### config.mk
export PLATFORM = sky130hd
export DESIGN_NAME = mem_port_arbiter
export DESIGN_NICKNAME = d
export VERILOG_FILES = /design/src/rtl/mem_arb_pkg.sv /design/src/rtl/mem_arb_lat_timer.sv /design/src/rtl/mem_port_arbiter.sv
export SDC_FILE = /design/constraint.sdc
export NUM_CORES = 1
export LEC_CHECK = 0
export ABC_CLOCK_PERIOD_IN_PS = 1600
export BUFFER_PORTS_ARGS = -buffer_cell sky130_fd_sc_hd__buf_2
export CAP_MARGIN = 20
export CORE_MARGIN = 1.5
export CORE_UTILIZATION = 42
export CTS_CLUSTER_DIAMETER = 30
export DETAILED_ROUTE_END_ITERATION = 8
export PLACE_DENSITY = 0.86
export REMOVE_ABC_BUFFERS = 1
export SLEW_MARGIN = 20
export SYNTH_ARGS = -nofsm -noshare
export SYNTH_HDL_FRONTEND = slang
export SYNTH_SLANG_ARGS = --single-unit
### constraint.sdc
create_clock -name Clock -period 1.6 [get_ports Clock]
set_input_delay 0.24 -clock Clock [delete_from_list [all_inputs] [get_ports Clock]]
set_output_delay 0.24 -clock Clock [all_outputs]
set_load 0.03 [all_outputs]
### src/rtl/mem_arb_pkg.sv
// mem_arb_pkg: shared constants for the unified-memory port arbiter.
// State encoding, owner ids and internal counter width.
package mem_arb_pkg;

  localparam logic [1:0] IDLE  = 2'd0;
  localparam logic [1:0] ISSUE = 2'd1;
  localparam logic [1:0] WAIT  = 2'd2;
  localparam logic [1:0] RESP  = 2'd3;

  localparam logic OWNER_IF = 1'b0;
  localparam logic OWNER_D  = 1'b1;

  localparam int CNT_W = 4;

  // Fetches always read a full word.
  localparam logic [1:0] BYTESEL_WORD = 2'b10;

endpackage

### src/rtl/mem_arb_lat_timer.sv
// mem_arb_lat_timer: load/decrement down-counter for memory latency.
// expired is high in the last wait cycle, when read data is valid.
module mem_arb_lat_timer
  import mem_arb_pkg::*;
#(
  parameter int MEM_LAT = 2
) (
  input  logic Clock,
  input  logic Reset,
  input  logic load,
  input  logic dec,
  output logic expired
);

  logic [CNT_W-1:0] count;

  // Load on issue, count down through the wait window.
  always_ff @(posedge Clock) begin
    if (Reset) begin
      count <= '0;
    end else if (load) begin
      count <= CNT_W'(MEM_LAT);
    end else if (dec && count != '0) begin
      count <= count - 1'b1;
    end
  end

  assign expired = (count == CNT_W'(1));

endmodule

### src/rtl/mem_port_arbiter.sv
// mem_port_arbiter: IF/MEM sharing of one fixed-latency memory port.
// MEM_ARB_PERF_CNT_EN enables the Perf_Conflicts contention counter.
module mem_port_arbiter
  import mem_arb_pkg::*;
#(
  parameter int MEM_LAT    = 2,
  parameter int STARVE_MAX = 4
) (
  input  logic        Clock,
  input  logic        Reset,
  input  logic        IF_Req,
  input  logic [31:0] IF_Addr,
  output logic        IF_Ack,
  output logic [31:0] IF_RData,
  input  logic        D_Req,
  input  logic        D_Write,
  input  logic [31:0] D_Addr,
  input  logic [31:0] D_WData,
  input  logic [1:0]  D_ByteSel,
  output logic        D_Ack,
  output logic [31:0] D_RData,
  output logic        Mem_En,
  output logic        Mem_We,
  output logic [31:0] Mem_Addr,
  output logic [31:0] Mem_WData,
  output logic [1:0]  Mem_ByteSel,
  input  logic [31:0] Mem_RData,
  output logic        Stall_IF,
  output logic        Stall_MEM,
  output logic [15:0] Perf_Conflicts
);

  logic [1:0]       state;
  logic             owner;
  logic             isWrite;
  logic [CNT_W-1:0] starveCnt;
  logic             timerExp;
  logic             starved;
  logic             dWins;

  assign starved = starveCnt == CNT_W'(STARVE_MAX);
  assign dWins   = D_Req & ~(IF_Req & starved);

  assign Mem_En    = (state == ISSUE);
  assign Mem_We    = Mem_En & (owner == OWNER_D) & isWrite;
  assign Stall_IF  = IF_Req & ~IF_Ack;
  assign Stall_MEM = D_Req & ~D_Ack;

  mem_arb_lat_timer #(
    .MEM_LAT(MEM_LAT)
  ) latTimer (
    .Clock  (Clock),
    .Reset  (Reset),
    .load   (state == ISSUE),
    .dec    (state == WAIT),
    .expired(timerExp)
  );

  // Access sequencer: arbitrate, issue, wait out latency, respond.
  always_ff @(posedge Clock) begin
    if (Reset) begin
      state       <= IDLE;
      owner       <= OWNER_IF;
      isWrite     <= 1'b0;
      starveCnt   <= '0;
      IF_Ack      <= 1'b0;
      D_Ack       <= 1'b0;
      IF_RData    <= '0;
      D_RData     <= '0;
      Mem_Addr    <= '0;
      Mem_WData   <= '0;
      Mem_ByteSel <= '0;
    end else begin
      IF_Ack <= 1'b0;
      D_Ack  <= 1'b0;
      unique case (state)
        IDLE: begin
          if (IF_Req || D_Req) begin
            state <= ISSUE;
            if (dWins) begin
              owner       <= OWNER_D;
              isWrite     <= D_Write;
              Mem_Addr    <= D_Addr;
              Mem_WData   <= D_WData;
              Mem_ByteSel <= D_ByteSel;
              if (IF_Req) starveCnt <= starveCnt + 1'b1;
            end else begin
              owner       <= OWNER_IF;
              isWrite     <= 1'b0;
              Mem_Addr    <= IF_Addr;
              Mem_WData   <= '0;
              Mem_ByteSel <= BYTESEL_WORD;
              starveCnt   <= '0;
            end
          end
        end
        ISSUE: state <= WAIT;
        WAIT: begin
          if (timerExp) begin
            state <= RESP;
            if (owner == OWNER_D) begin
              D_Ack <= 1'b1;
              if (!isWrite) D_RData <= Mem_RData;
            end else begin
              IF_Ack   <= 1'b1;
              IF_RData <= Mem_RData;
            end
          end
        end
        RESP: state <= IDLE;
        default: state <= IDLE;
      endcase
    end
  end

`ifdef MEM_ARB_PERF_CNT_EN
  logic [15:0] perfCnt;

  // Saturating count of idle cycles with both requesters waiting.
  always_ff @(posedge Clock) begin
    if (Reset) begin
      perfCnt <= '0;
    end else if (state == IDLE && IF_Req && D_Req
                 && perfCnt != 16'hFFFF) begin
      perfCnt <= perfCnt + 1'b1;
    end
  end

  assign Perf_Conflicts = perfCnt;
`else
  assign Perf_Conflicts = '0;
`endif

endmodule

==> impl_metrics.py <==
metrics = {
    "run_status": {
        "outcome": "complete, but fails checks",
        "violations": "negative setup slack",
    },
    "logic_synthesis": {
        "netlist_instances": 743,
        "synth.top_cell.area_share_pct": 46.3,
        "ys_top_cells_by_area": "dfxtp_1, a21oi_1, nand3_1",
        "synth_area_sq_um": 6230,
        "synth_cell_types": 42,
        "yosys_warnings": 0,
        "ys_seq_area_share_pct": 46.3,
        "synth_edf_count": 0,
        "syn_area_per_cell_sq_um": 8.38,
        "synthFlopType": "dfxtp_1",
        "yosys_register_bits": 144,
        "async_reset_ff_share_pct": 0,
        "yosysTopAreaCell": "dfxtp_1",
    },
    "pwr": {
        "clkPwrFrac_pct": 30.4,
        "switching_power_w": 0.00474,
        "p_int_w": 0.00777,
        "fin_total_pwr_w": 0.0125,
        "vdd_ir_drop_max_mv": 0.797,
        "combPwrFrac_pct": 34.9,
        "switching_share_pct": 37.9,
        "power.leakage_nw": 3.71,
        "cellPowerDensity_nw_per_um2": 1430,
        "p_seq_share_pct": 34.6,
    },
    "clock_network": {
        "cts_buffers": 17,
        "clk_path_buf_depth": 2,
        "ctsHtreeMaxLevel": 4,
        "clk_latency_ns": 0.41,
        "cts_sinks": 144,
        "path_clk_slew_ns": 0.06,
        "cts_tree": "yes",
        "clock-root-buffer": "clkbuf_16",
    },
    "grt": {
        "antenna_found_initial": 0,
        "grt-ovfl-total": 0,
        "grt_max_degree": 100,
        "grt_usage_pct": 23.5,
        "grt_pass1_vias": 5912,
        "grt_pass1_wl_um": 30300,
    },
    "placed_design": {
        "gp_congestion": 0.841,
        "dpl.cell_count": 1139,
        "dp.final_hpwl_um": 12400,
        "port-buffer-count": 270,
        "place_area_sq_um": 7730,
    },
    "routing": {
        "drt_iter0_markers": 540,
        "drc": 0,
        "ant_nets": 0,
        "wl_um": 21300,
        "vias": 6909,
        "viasPerCell": 5.83,
        "wire_per_inst_um": 18.0,
        "dr.pass1.iters": 5,
    },
    "critical_path": {
        "reg2reg_slack_ns": -0.03,
        "r2r_end": "D_RData[23]",
        "crit_required_ns": 1.88,
        "worstPathMaxFanout": 8,
        "endpoint_kind": "flop",
        "crit_chain": "buf_4, ha_4, nand4bb_4, buf_12, buf_8, o31ai_1, a21oi_1",
        "rr_worst_depth": 7,
        "arrival_ns": 1.91,
        "critPathKind": "flop to flop",
        "rr_startpoint": "state[1]",
        "cpMaxStageDelayCell": "dfxtp_2",
        "max_stage_delay_ns": 0.35,
        "cp-endpoint": "D_RData[23]",
        "start_kind": "flop",
        "cp-startpoint": "state[1]",
    },
    "floorplanning": {
        "die-height_um": 125,
        "start_util_pct": 43.0,
        "die-area_sq_um": 15600,
        "io_pins": 287,
        "fp.coreArea_sq_um": 14500,
        "dieWidth_um": 125,
        "placement_rows": 44,
    },
    "flow_run": {
        "cap_violations": 0,
    },
    "sta": {
        "setup_ws_ns": -0.0301,
        "slew_violations": 0,
        "slew_headroom_pct": 59.0,
        "finalHoldViolations": 0,
        "fin_setup_tns_ns": -0.0301,
        "min_period_over_period_pct": 102,
        "setup_viol": 1,
        "fmax_ghz": 0.613,
        "finalCriticalPeriod_ns": 1.63,
        "tightest_slew_ns": 0.614,
        "finClkSkew_ns": 0.00896,
    },
    "layout": {
        "n_fill_cell": 1262,
        "nNetsFinal": 1130,
        "antenna_cells": 0,
        "area_delta_synth_final_pct": 40.1,
        "drive_above_1_share_pct": 38.0,
        "final_core_util_pct": 60.2,
        "final_cell_mix": "buf_2, dfxtp_1, a21oi_1, nand3_1, o21ai_0",
        "finish.instance_area_sq_um": 8720,
        "stdcell_count": 1185,
        "layout_commonest_cell": "buf_2",
    },
    "worst_hold_path": {
        "hold_path.class": "primary input to flop",
    },
}
## metrics by stage
stage	worst slack, ns	hold slack (ns)
finish	-0.0301	0.0846
floorplan	-1.37	0.309
global placement	0.120	0.436
detailed placement	0.0266	0.440
CTS	0.0109	0.0716
global route	-0.0726	0.0825
## critical path: cells and delay by family, from the launching register on
| family | cells | cell delay, ns |
|---|---|---|
| DFF | 1 | 0.35 |
| AOI/OAI and AO/OA | 2 | 0.44 |
| buffers and inverters | 3 | 0.44 |
| and+or+nand+nor | 1 | 0.12 |
| adders and majority gates | 1 | 0.15 |
## power by group through the flow
stage                     Clock, W  Combinational (W)  Sequential (W)
after global placement           0            0.00388         0.00435
after detailed placement         0            0.00394         0.00437
after global routing       0.00402            0.00465         0.00438
final                      0.00381            0.00437         0.00433
after CTS                  0.00385            0.00397         0.00431
after floorplan                  0            0.00145         0.00525
## sequential cells by signal, indices dropped and copies added, names as in the netlist
signal and cells:
starveCnt 4, Mem_ByteSel 2, D_Ack 1, IF_RData 32, latTimer.count 4, state 2
Mem_WData 32, Mem_Addr 32, isWrite 1, D_RData 32, IF_Ack 1, owner 1
## routing by layer
metal	routed length, um	up-vias	track usage, %
met1	8670	3311	31.1
met4	531	0	8.86
met5	0	-	0
li1	-	3211	-
met2	10600	345	37.9
met3	1470	42	4.77
## how the worst min path moves through the flow
stage	startpoint	to	slack, ns	cells past startpoint
detailed placement	Mem_WData[17]	Mem_WData[17]	0.44	2
floorplan	Reset	D_RData[0]	0.31	1
global route	Mem_RData[5]	IF_RData[5]	0.08	3
CTS	Mem_RData[20]	IF_RData[20]	0.07	3
global placement	Mem_WData[7]	Mem_WData[7]	0.44	2
finish	Mem_RData[12]	IF_RData[12]	0.08	3
## cell families (layout without fill, tap and decap cells)
| group | count (synthesis) | in the layout | share of synthesized area [%] |
|---|---|---|---|
| AOI/OAI and AO/OA | 274 | 274 | 24.5 |
| xor gates and xnor gates | 1 | 1 | 0.141 |
| adders and majority gates | 7 | 7 | 1.41 |
| buffers and inverters | 113 | 356 | 8.54 |
| DFF | 144 | 144 | 46.3 |
| muxes | 1 | 1 | 0.161 |
| other | 1 | 16 | 0.0602 |
| and+or+nand+nor | 202 | 202 | 18.9 |
## cell type report
class	instances	area, sq um	area share, %
multi-input cells	501	3030	34.7
repair buffers	314	1970	22.6
inverters	10	40.0	0.459
well taps	184	230	2.64
clock inverters	13	113	1.29
flip-flops and latches	144	2890	33.1
clock buffers	19	453	5.19
## cell usage after synthesis (all sizes together), types with 2 or more instances
master and number:
dfxtp 144, a21oi 102, o21ai 97, nand3 68, clkbuf 59, buf 44, nand2 42, nand4 36
nand4b 35, a31oi 34, o31ai 32, inv 10, ha 7, nor2 5, nor3 4, a211oi 3
and4b 2, or3b 2
## what timing repair did
| action | 4_1_cts | 5_1_grt |
|---|---|---|
| endpoints found under the setup margin | 2 | 125 |
| pin swaps | 0 | 2 |
| buffers inserted | 0 | 4 |
| gates resized for setup | 7 | 32 |
| cloned | 0 | 10 |
| hold buffers | 0 | 0 |
No activity file was read; power rests on OpenSTA's default activity.
